$ cat src/rtl/rx_frame_sync_if.sv
// ---------------------------------------------------------------------------
// rx_frame_sync_if
//   Bundles the recovered-bit input and the deframed byte stream of
//   rx_frame_sync.
//
//   Handshake: rx_bit is consumed on every clk_1M024 edge where rx_bit_valid
//   is high. The byte stream has no ready signal. data_tvalid is a one-cycle
//   strobe, and the sink must take the byte in that cycle. data_tuser and
//   data_tlast are only meaningful while data_tvalid is high.
//
//   master : bit source / byte sink (drives rx_bit, rx_bit_valid)
//   slave  : the deframer (drives the data_* stream and the status outputs)
// ---------------------------------------------------------------------------
interface rx_frame_sync_if;
    logic        rx_bit;
    logic        rx_bit_valid;
    logic [7:0]  data_tdata;
    logic        data_tvalid;
    logic        data_tlast;
    logic        data_tuser;
    logic        locked;
    logic        inverted;
    logic [15:0] frame_cnt;

    modport master (
        output rx_bit, rx_bit_valid,
        input  data_tdata, data_tvalid, data_tlast, data_tuser,
        input  locked, inverted, frame_cnt
    );

    modport slave (
        input  rx_bit, rx_bit_valid,
        output data_tdata, data_tvalid, data_tlast, data_tuser,
        output locked, inverted, frame_cnt
    );
endinterface

$ cat src/rtl/rx_frame_sync.sv
// ---------------------------------------------------------------------------
// rx_frame_sync
//   Receive-side deframer. It hunts for the sync word in the recovered bit
//   stream and resolves BPSK polarity from whether the sync word is seen
//   true or inverted. It then packs PAYLOAD_BYTES payload bytes MSB-first
//   onto a strobe-only byte stream. A flywheel re-checks the sync word at
//   each expected frame boundary and drops lock after MISS_LIMIT
//   consecutive misses.
//
// Ports
//   clk_1M024    : bit-rate clock
//   rst_n_1M024  : asynchronous reset, active low
//   bus          : rx_frame_sync_if.slave
//                  in : rx_bit, rx_bit_valid
//                  out: data_tdata/tvalid/tlast/tuser, locked, inverted,
//                       frame_cnt
//   o_dbg_state  : current FSM state (HUNT=0, PAYLOAD=1, CHECK=2)
// ---------------------------------------------------------------------------
module rx_frame_sync #(
    parameter int          SYNC_LEN      = 32,
    parameter logic [31:0] SYNC_WORD     = 32'h1ACFFC1D,
    parameter int          PAYLOAD_BYTES = 64,
    parameter int          MAX_ERR       = 2,
    parameter int          MISS_LIMIT    = 3
) (
    input  logic                 clk_1M024,
    input  logic                 rst_n_1M024,
    rx_frame_sync_if.slave       bus,
    output logic [1:0]           o_dbg_state
);

    localparam int DW = $clog2(SYNC_LEN + 1);
    localparam int CW = $clog2(SYNC_LEN);
    localparam int MW = $clog2(MISS_LIMIT + 1);

    localparam logic [SYNC_LEN-1:0] SYNC      = SYNC_WORD[SYNC_LEN-1:0];
    localparam logic [DW-1:0]       ERR_LIM   = DW'(MAX_ERR);
    localparam logic [7:0]          LAST_BYTE = 8'(PAYLOAD_BYTES - 1);
    localparam logic [CW-1:0]       CHK_LAST  = CW'(SYNC_LEN - 1);
    localparam logic [MW-1:0]       MISS_MAX  = MW'(MISS_LIMIT);

    typedef enum logic [1:0] {
        S_HUNT    = 2'd0,
        S_PAYLOAD = 2'd1,
        S_CHECK   = 2'd2
    } state_t;

    function automatic logic [DW-1:0] popcnt(input logic [SYNC_LEN-1:0] v);
        logic [DW-1:0] c;
        c = '0;
        for (int i = 0; i < SYNC_LEN; i++) begin
            c = c + DW'(v[i]);
        end
        return c;
    endfunction

    state_t              r_state;
    state_t              w_state_nxt;
    logic [SYNC_LEN-2:0] r_sr;
    logic [6:0]          r_byte;
    logic [2:0]          r_bit_cnt;
    logic [7:0]          r_byte_cnt;
    logic [CW-1:0]       r_chk_cnt;
    logic [MW-1:0]       r_miss;
    logic [7:0]          r_tdata;
    logic                r_tvalid;
    logic                r_tlast;
    logic                r_tuser;
    logic                r_locked;
    logic                r_inverted;
    logic [15:0]         r_frame_cnt;

    logic [SYNC_LEN-1:0] w_win;
    logic [DW-1:0]       w_d0;
    logic [DW-1:0]       w_d1;
    logic [7:0]          w_byte;
    logic [MW-1:0]       w_miss_inc;
    logic                w_acquire;
    logic                w_acq_inv;
    logic                w_byte_done;
    logic                w_chk_done;
    logic                w_chk_ok;
    logic                w_drop;

    // The window always includes the incoming bit, so a match is recognised
    // on the same edge that clocks the last sync bit in.
    assign w_win      = {r_sr, bus.rx_bit};
    assign w_d0       = popcnt(w_win ^ SYNC);
    assign w_d1       = popcnt(w_win ^ ~SYNC);
    assign w_byte     = {r_byte, bus.rx_bit ^ r_inverted};
    assign w_miss_inc = r_miss + MW'(1);

    always_ff @(posedge clk_1M024 or negedge rst_n_1M024) begin
        if (!rst_n_1M024) begin
            r_state <= S_HUNT;
        end else begin
            r_state <= w_state_nxt;
        end
    end

    always_comb begin
        w_state_nxt = r_state;
        w_acquire   = 1'b0;
        w_acq_inv   = 1'b0;
        w_byte_done = 1'b0;
        w_chk_done  = 1'b0;
        w_chk_ok    = 1'b0;
        w_drop      = 1'b0;
        if (bus.rx_bit_valid) begin
            case (r_state)
                S_HUNT: begin
                    // True polarity wins when both distances qualify.
                    if (w_d0 <= ERR_LIM) begin
                        w_acquire   = 1'b1;
                        w_state_nxt = S_PAYLOAD;
                    end else if (w_d1 <= ERR_LIM) begin
                        w_acquire   = 1'b1;
                        w_acq_inv   = 1'b1;
                        w_state_nxt = S_PAYLOAD;
                    end
                end
                S_PAYLOAD: begin
                    if (r_bit_cnt == 3'd7) begin
                        w_byte_done = 1'b1;
                        if (r_byte_cnt == LAST_BYTE) begin
                            w_state_nxt = S_CHECK;
                        end
                    end
                end
                S_CHECK: begin
                    if (r_chk_cnt == CHK_LAST) begin
                        w_chk_done = 1'b1;
                        // The check uses the locked polarity only. An
                        // opposite-polarity word counts as a miss.
                        w_chk_ok   = r_inverted ? (w_d1 <= ERR_LIM) : (w_d0 <= ERR_LIM);
                        if (!w_chk_ok && (w_miss_inc >= MISS_MAX)) begin
                            w_drop      = 1'b1;
                            w_state_nxt = S_HUNT;
                        end else begin
                            w_state_nxt = S_PAYLOAD;
                        end
                    end
                end
                default: w_state_nxt = S_HUNT;
            endcase
        end
    end

    always_ff @(posedge clk_1M024 or negedge rst_n_1M024) begin
        if (!rst_n_1M024) begin
            r_sr        <= '0;
            r_byte      <= '0;
            r_bit_cnt   <= '0;
            r_byte_cnt  <= '0;
            r_chk_cnt   <= '0;
            r_miss      <= '0;
            r_tdata     <= '0;
            r_tvalid    <= 1'b0;
            r_tlast     <= 1'b0;
            r_tuser     <= 1'b0;
            r_locked    <= 1'b0;
            r_inverted  <= 1'b0;
            r_frame_cnt <= '0;
        end else begin
            r_tvalid <= 1'b0;
            r_tlast  <= 1'b0;
            r_tuser  <= 1'b0;
            if (bus.rx_bit_valid) begin
                // The raw (uncorrected) bit stream always feeds the sync
                // window, whatever the state.
                r_sr <= w_win[SYNC_LEN-2:0];
                if (w_acquire) begin
                    r_locked    <= 1'b1;
                    r_inverted  <= w_acq_inv;
                    r_frame_cnt <= r_frame_cnt + 16'd1;
                    r_miss      <= '0;
                    r_bit_cnt   <= '0;
                    r_byte_cnt  <= '0;
                end
                if (r_state == S_PAYLOAD) begin
                    r_byte    <= w_byte[6:0];
                    r_bit_cnt <= r_bit_cnt + 3'd1;
                    r_chk_cnt <= '0;
                    if (w_byte_done) begin
                        r_tdata    <= w_byte;
                        r_tvalid   <= 1'b1;
                        r_tuser    <= (r_byte_cnt == 8'd0);
                        r_tlast    <= (r_byte_cnt == LAST_BYTE);
                        r_byte_cnt <= (r_byte_cnt == LAST_BYTE) ? 8'd0 : r_byte_cnt + 8'd1;
                    end
                end
                if (r_state == S_CHECK) begin
                    r_chk_cnt <= r_chk_cnt + CW'(1);
                    if (w_chk_done) begin
                        r_chk_cnt <= '0;
                        r_miss    <= w_chk_ok ? '0 : w_miss_inc;
                        if (w_drop) begin
                            // Polarity is kept until the next acquisition.
                            r_locked <= 1'b0;
                        end else begin
                            r_frame_cnt <= r_frame_cnt + 16'd1;
                        end
                    end
                end
            end
        end
    end

    assign bus.data_tdata  = r_tdata;
    assign bus.data_tvalid = r_tvalid;
    assign bus.data_tlast  = r_tlast;
    assign bus.data_tuser  = r_tuser;
    assign bus.locked      = r_locked;
    assign bus.inverted    = r_inverted;
    assign bus.frame_cnt   = r_frame_cnt;
    assign o_dbg_state     = r_state;

endmodule
$ cat src/flat_wrapper.sv
// flat-port wrapper written by rule: the top's interface ports become plain ports
module rx_frame_sync_flat 
#(
    parameter int          SYNC_LEN      = 32,
    parameter logic [31:0] SYNC_WORD     = 32'h1ACFFC1D,
    parameter int          PAYLOAD_BYTES = 64,
    parameter int          MAX_ERR       = 2,
    parameter int          MISS_LIMIT    = 3
)
  (clk_1M024, rst_n_1M024, o_dbg_state, bus_rx_bit, bus_rx_bit_valid, bus_data_tdata, bus_data_tvalid, bus_data_tlast, bus_data_tuser, bus_locked, bus_inverted, bus_frame_cnt);
  rx_frame_sync_if bus_i ();
  input  logic clk_1M024;
  input  logic rst_n_1M024;
  output logic [1:0] o_dbg_state;
  input wire logic [$bits(bus_i.rx_bit)-1:0] bus_rx_bit;
  input wire logic [$bits(bus_i.rx_bit_valid)-1:0] bus_rx_bit_valid;
  output wire logic [$bits(bus_i.data_tdata)-1:0] bus_data_tdata;
  output wire logic [$bits(bus_i.data_tvalid)-1:0] bus_data_tvalid;
  output wire logic [$bits(bus_i.data_tlast)-1:0] bus_data_tlast;
  output wire logic [$bits(bus_i.data_tuser)-1:0] bus_data_tuser;
  output wire logic [$bits(bus_i.locked)-1:0] bus_locked;
  output wire logic [$bits(bus_i.inverted)-1:0] bus_inverted;
  output wire logic [$bits(bus_i.frame_cnt)-1:0] bus_frame_cnt;
  assign bus_i.rx_bit = bus_rx_bit;
  assign bus_i.rx_bit_valid = bus_rx_bit_valid;
  assign bus_data_tdata = bus_i.data_tdata;
  assign bus_data_tvalid = bus_i.data_tvalid;
  assign bus_data_tlast = bus_i.data_tlast;
  assign bus_data_tuser = bus_i.data_tuser;
  assign bus_locked = bus_i.locked;
  assign bus_inverted = bus_i.inverted;
  assign bus_frame_cnt = bus_i.frame_cnt;
  rx_frame_sync #(.SYNC_LEN(SYNC_LEN), .SYNC_WORD(SYNC_WORD), .PAYLOAD_BYTES(PAYLOAD_BYTES), .MAX_ERR(MAX_ERR), .MISS_LIMIT(MISS_LIMIT)) u_core (.clk_1M024(clk_1M024), .rst_n_1M024(rst_n_1M024), .bus(bus_i), .o_dbg_state(o_dbg_state));
endmodule
$ cat config.mk
export PLATFORM = sky130hd
export DESIGN_NAME = rx_frame_sync_flat
export DESIGN_NICKNAME = d
export VERILOG_FILES = /design/src/rtl/rx_frame_sync_if.sv /design/src/rtl/rx_frame_sync.sv /design/src/flat_wrapper.sv
export SDC_FILE = /design/constraint.sdc
export NUM_CORES = 1
export LEC_CHECK = 0
export CORE_MARGIN = 5
export CORE_UTILIZATION = 60
export DETAILED_ROUTE_END_ITERATION = 10
export GPL_TIMING_DRIVEN = 0
export HOLD_SLACK_MARGIN = 0.08
export PLACE_DENSITY_LB_ADDON = 0.3
export SKIP_LAST_GASP = 1
export SYNTH_ARGS = -nofsm -noshare
export SYNTH_HDL_FRONTEND = slang
export SYNTH_SLANG_ARGS = --single-unit
export TNS_END_PERCENT = 100
$ cat constraint.sdc
create_clock -name clk_1M024 -period 6.5 [get_ports clk_1M024]
set_clock_uncertainty 0.1 [all_clocks]
set_input_delay 1.95 -clock clk_1M024 [delete_from_list [all_inputs] [get_ports clk_1M024]]
set_output_delay 1.95 -clock clk_1M024 [all_outputs]
set_load 0.05 [all_outputs]
# After elaboration in Yosys (flattened, before gate mapping)
# Cells that the tools add are included.
[totals]
word_cells = 165
ff_bits = 87
output_inout_bits = 31
in_bits = 4
[op_classes]
n_reduce_logical = 12
n_addsub = 67
eq_ne = 9
n_lt_le_gt_ge = 3
n_mux = 57
bitwise = 3
[ops]
columns = ["cell", "count"]
rows = [
  ["$add 6x1->6", 60],
  ["$mux 16", 4],
  ["$mux 1", 34],
  ["$mux 8", 4],
  ["$not 19->19", 1],
  ["$mux 2", 9],
  ["$add 16x1->16 const B", 1],
  ["$mux 5", 3],
  ["$not 13->13", 1],
  ["$le 6x2->1 const B", 2],
  ["$add 8x1->8 const B", 1],
  ["$eq 8x6->1 const B", 1],
  ["$logic_not 8->1", 1],
  ["$reduce_and 2->1", 4],
  ["$mux 3", 2],
  ["$pmux 2 s3", 1],
  ["$add 5x1->5 const B", 1],
  ["$eq 5x5->1 const B", 1],
  ["$reduce_and 5->1", 1],
  ["$add 1x1->2", 2],
  ["$ne 2x1->1 const B", 2],
  ["$reduce_bool 2->1", 2],
  ["$add 3x1->3 const B", 1],
  ["$eq 3x3->1 const B", 1],
  ["other kinds (11)", 11],
]

# Depth between registers and ports, before layout
[logic_depth]
word_depth = 43
mapped_depth = 19
ltp_nobuf = 18

# Least setup slack after synthesis
# No wires, ideal clock.
[synth_path]
kind = "input to register"
from = "in bus_rx_bit"
to = "reg u_core.r_frame_cnt[1] (netlist: u_core.bus.frame_cnt[1])"
required_time_ps = 6275
n_path_buf = 0
setup_time_ps = 125
t_arrival_ps = 7254
path_stages = 17
setup_slack_ps = -978
path_cell_list = "inv_1 -> ha_1 -> fa_1 -> fa_1 -> fa_1 -> fa_1 -> inv_1 -> fa_1 -> inv_1 -> fa_1 -> fa_1 -> fa_1 -> and2_1 -> a21oi_1 -> o32ai_4 -> nor2_1 -> mux2_2"
[synth_via]
elab_chain_cells = 43
word_cells_on_any_way = 80
classes_between = "62 x add/sub; 2 x order compare; 13 x mux; 1 x bitwise; 2 x reduce/logical"
[synth_lines]
columns = ["element", "line_no", "rtl"]
rows = [
  ["from (decl)", "flat_wrapper.sv:15", "input wire logic [$bits(bus_i.rx_bit)-1:0] bus_rx_bit;"],
  ["$not 19->19 (no source line)", "--", ""],
  ["$add 1x1->2", "rx_frame_sync.sv:52", "c = c + DW'(v[i]);"],
  ["$add 6x1->6 (30 in a row)", "rx_frame_sync.sv:52", ""],
  ["$le 6x2->1", "rx_frame_sync.sv:113, rx_frame_sync.sv:135", ""],
  ["$mux 1", "rx_frame_sync.sv:135", "w_chk_ok = r_inverted ? (w_d1 <= ERR_LIM) : (w_d0 <= ERR_LIM);"],
  ["$logic_not 1->1", "rx_frame_sync.sv:136", "if (!w_chk_ok && (w_miss_inc >= MISS_MAX)) begin"],
  ["$logic_and 1x1->1", "rx_frame_sync.sv:136", ""],
  ["$mux 1", "rx_frame_sync.sv:136", ""],
  ["$mux 1", "rx_frame_sync.sv:131", "if (r_chk_cnt == CHK_LAST) begin"],
  ["$mux 1", "rx_frame_sync.sv:110", "case (r_state)"],
  ["$mux 1", "rx_frame_sync.sv:109", "if (bus.rx_bit_valid) begin"],
  ["$mux 16", "rx_frame_sync.sv:197", "if (w_drop) begin"],
  ["$mux 16", "rx_frame_sync.sv:194", "if (w_chk_done) begin"],
  ["$mux 16 (*)", "rx_frame_sync.sv:192", "if (r_state == S_CHECK) begin"],
  ["to (signal assigned)", "rx_frame_sync.sv:175", "r_frame_cnt <= r_frame_cnt + 16'd1;"],
  ["to (signal assigned)", "rx_frame_sync.sv:201", "r_frame_cnt <= r_frame_cnt + 16'd1;"],
  ["to (decl)", "rx_frame_sync.sv:71", "logic [15:0] r_frame_cnt;"],
]
# Every way passes the cells marked *; elsewhere a longest branch is shown, timed or not.
# A chain may end at the register's enable or synchronous reset.

# Worst setup path after layout
[layout_path]
from = "in bus_rx_bit"
to = "reg u_core.r_frame_cnt[3] (netlist: u_core.bus.frame_cnt[3])"
# Same word-level chain as after synthesis.

==> impl_results.md <==
* Status: complete, but fails checks
* Violated checks: setup timing
* Vias/cell at around 5.7
* Number of synthesized flops with an enable pin at 0
* Max clock buf depth at 2
* Top-area cell type share of the netlist area at 0.411
* IO Port Bufs at 34
* First-pass GRT wire length at 20.2 mm
* N_diodes at 0
* Syn-to-layout area delta at 21.5%
* Max Clk Rate at 141 MHz
* Sink Count at 87
* Die ar. at 10,800 µm²
* Synth Cell Area at 5300 µm²
* Final worst setup slack at -0.592 ns
* Antenna-violating nets left at 0
* Distinct cells, synth at 45
* Largest net degree at the start of global routing at 63
* Number of buffers created by CTS at 9
* RSZ-0062 raised after global routing: true
* Hold crit path type: flop to flop
* CTS tree: built
* Kind of critical path: primary input to flop
* Fin crit share at 1.09
* Setup crit end kind: flop
* Final HPWL DP at 8.40 mm
* Final net count at 643
* GP Congestion at 0.865
* Hold path cells at 2
* Initial drt markers at 180
* Yosys top cell by area: dfrtp_1
* Starting Density at 0.611
* Commonest non-fill, non-tap cells in the layout: inv_1 (87), dfrtp_1 (87), nand2_1 (63)
* Max_cap viols at 0
* Routed length per instance at about 17 µm
* Vias in the first global route at 4,208
* Fraction of layout cells with a size suffix above 1 at 0.156
* Die H at roughly 100 µm
* IO Pins at 35
* H-tree depth at 3
* Top_reg_cell synth: dfrtp_1
* CP max FO at 7
* Final-report hold violation count at 0
* Finished Layout Cells at between 600 and 700
* CP endpoint: u_core.bus.frame_cnt[3]
* Syn_nets at 584
* GRT overflow at 0
* Detailed-route via count at 3,855
* DRT Wirelength at 11.7 mm
* Final setup viols at 33
* Crit path time final at 7.09 ns
* Residual DRC at 0
* Die Wd at between 100 and 150 µm
* Ranking of synthesized cells by area: dfrtp_1 (41%), fa_1 (18%), ha_1 (6.6%), inv_1 (6.2%), nand2_1 (4.7%)
* Reg2reg setup slack at 0.66 ns
* Reg-to-reg endpoint: u_core.bus.frame_cnt[3]
* Synth Register Bits at 87
* Slew margin rel. at 0.541
* Clk slew on worst S/H paths at around 0.09 ns
* Fillers at 560
* Synth Area per Inst at approximately 10 µm²
* Antenna violations before repair at 0
* Register area share after synthesis at 0.411
* Yosys warnings at 0
* Row Count at 34
* Worst setup path startpoint: bus_rx_bit
* Core area at approximately 8700 µm²
* Synthesized instance count at 505
* DR pass1 iterations at 7
* Final Max Slew Viols at 0
* Critical Path AT at 7.28 ns
* Critical Path RT at between 6 and 7 ns
* Worst-margin pin slew at 0.688 ns
* Async SR Flop Fraction at 1.00
* Total track usage at 0.227
* Reg2reg path depth at 18
* Clk_lat worst skew at 0.36 ns
* Root buffer cell: clkbuf_8
* CP Launch Type: primary input
* Reg-to-reg critical path startpoint: u_core.r_sr[0]
* Cells after DPL at around 650
timing repair:
item	4_1_cts	5_1_grt
setup buffers	9	4
resized for setup	29	12
endpoints found under the setup margin	33	33
hold buffers	0	0
cloned	1	0
pin swaps	24	12
final cells by class:
cell class              instances  area [µm²]  share of cell area
clock inverters                 6         115              0.0179
well taps                     108         135              0.0210
multi-input cells             317        2980               0.462
clock buffers                  10         128              0.0198
flip-flops and latches         87        2180               0.338
inverters                      88         343              0.0532
plain buffers                  13        60.1             0.00933
repair buffers                 48         504              0.0783
flip-flops by register name (all words and copies together) (netlist names), 2 cells and up:
name and count:
u_core.r_byte_cnt 8, u_core.r_byte 7, u_core.r_sr 31, u_core.bus.frame_cnt 16
u_core.r_miss 2, u_core.r_bit_cnt 3, u_core.o_dbg_state 2, u_core.bus.data_tdata 8
u_core.r_chk_cnt 5
layer usage:
metal  GRT usage  vias to the layer above  share of wire
li1            -                     1758              -
met1       0.302                     1937           0.43
met2       0.358                      128           0.48
met3      0.0583                       32          0.052
met4      0.0888                        0          0.032
met5           0                        -              0
synthesized netlist by cell type (all sizes together) (2+ instances only):
cell type   n
nor2       16
nand4       3
buf         4
nand3       6
inv        88
and4        5
o21a        3
clkbuf      9
o21ai      47
and3       11
and2        4
a31oi       2
o22ai       2
a21oi       9
nand2      67
nor4        4
a2bb2oi     2
xnor2      17
a22o        2
o31ai       2
mux2i       3
ha         28
nand2b      2
dfrtp      87
nor3        3
o32ai       2
o211ai      5
mux2       12
o2111ai     3
fa         47
logic make-up (layout without fill, tap and decap cells):
logic type,Yosys count,after routing,synth area share
adders and majority gates,75,75,0.244
muxes,15,15,0.0312
DFF,87,87,0.411
buffers and inverters,101,165,0.0729
AOI/OAI and AO/OA,87,87,0.106
xor gates and xnor gates,17,17,0.0281
and+or+nand+nor,123,123,0.108
worst min path at each step:
stage / slack [ns] / start / endpoint
6_report: 0.37 / u_core.r_byte[6] / u_core.bus.data_tdata[7]
5_1_grt: 0.41 / u_core.bus.data_tdata[4] / u_core.bus.data_tdata[4]
4_1_cts: 0.38 / u_core.r_byte[6] / u_core.bus.data_tdata[7]
3_5_place_dp: 0.37 / u_core.r_sr[20] / u_core.r_sr[21]
3_3_place_gp: 0.35 / u_core.r_byte[6] / u_core.bus.data_tdata[7]
2_1_floorplan: 0.33 / u_core.r_byte[6] / u_core.bus.data_tdata[7]
worst max-delay path, cell delays in order:
cell and delay (ns):
buf_12 0.09, inv_12 0.03, ha_4 0.24, fa_1 0.45, fa_1 0.52, fa_1 0.43
fa_1 0.49, inv_1 0.05, fa_1 0.49, inv_1 0.05, fa_1 0.47, fa_2 0.40
fa_2 0.54, nand2_2 0.08, o211ai_1 0.18, o32ai_4 0.17, buf_12 0.17, buf_4 0.16
o21ai_1 0.17, xnor2_1 0.14
stage by stage:
stage	cell area, µm²	hold WS, ns	setup slack (ns)	setup TNS (ns)	util
6_report	6440	0.373	-0.592	-16.36	0.742
5_1_grt	6440	0.406	-0.698	-19.06	0.742
4_1_cts	6360	0.381	-0.615	-17.65	0.733
3_5_place_dp	5930	0.366	-1.74	-51.55	0.684
3_3_place_gp	5910	0.353	-1.66	-49.50	0.681
2_1_floorplan	5430	0.333	-0.574	-14.16	-
Power is not shown: default switching activity piles up to over one toggle a cycle in this logic, so the estimate is an artifact.
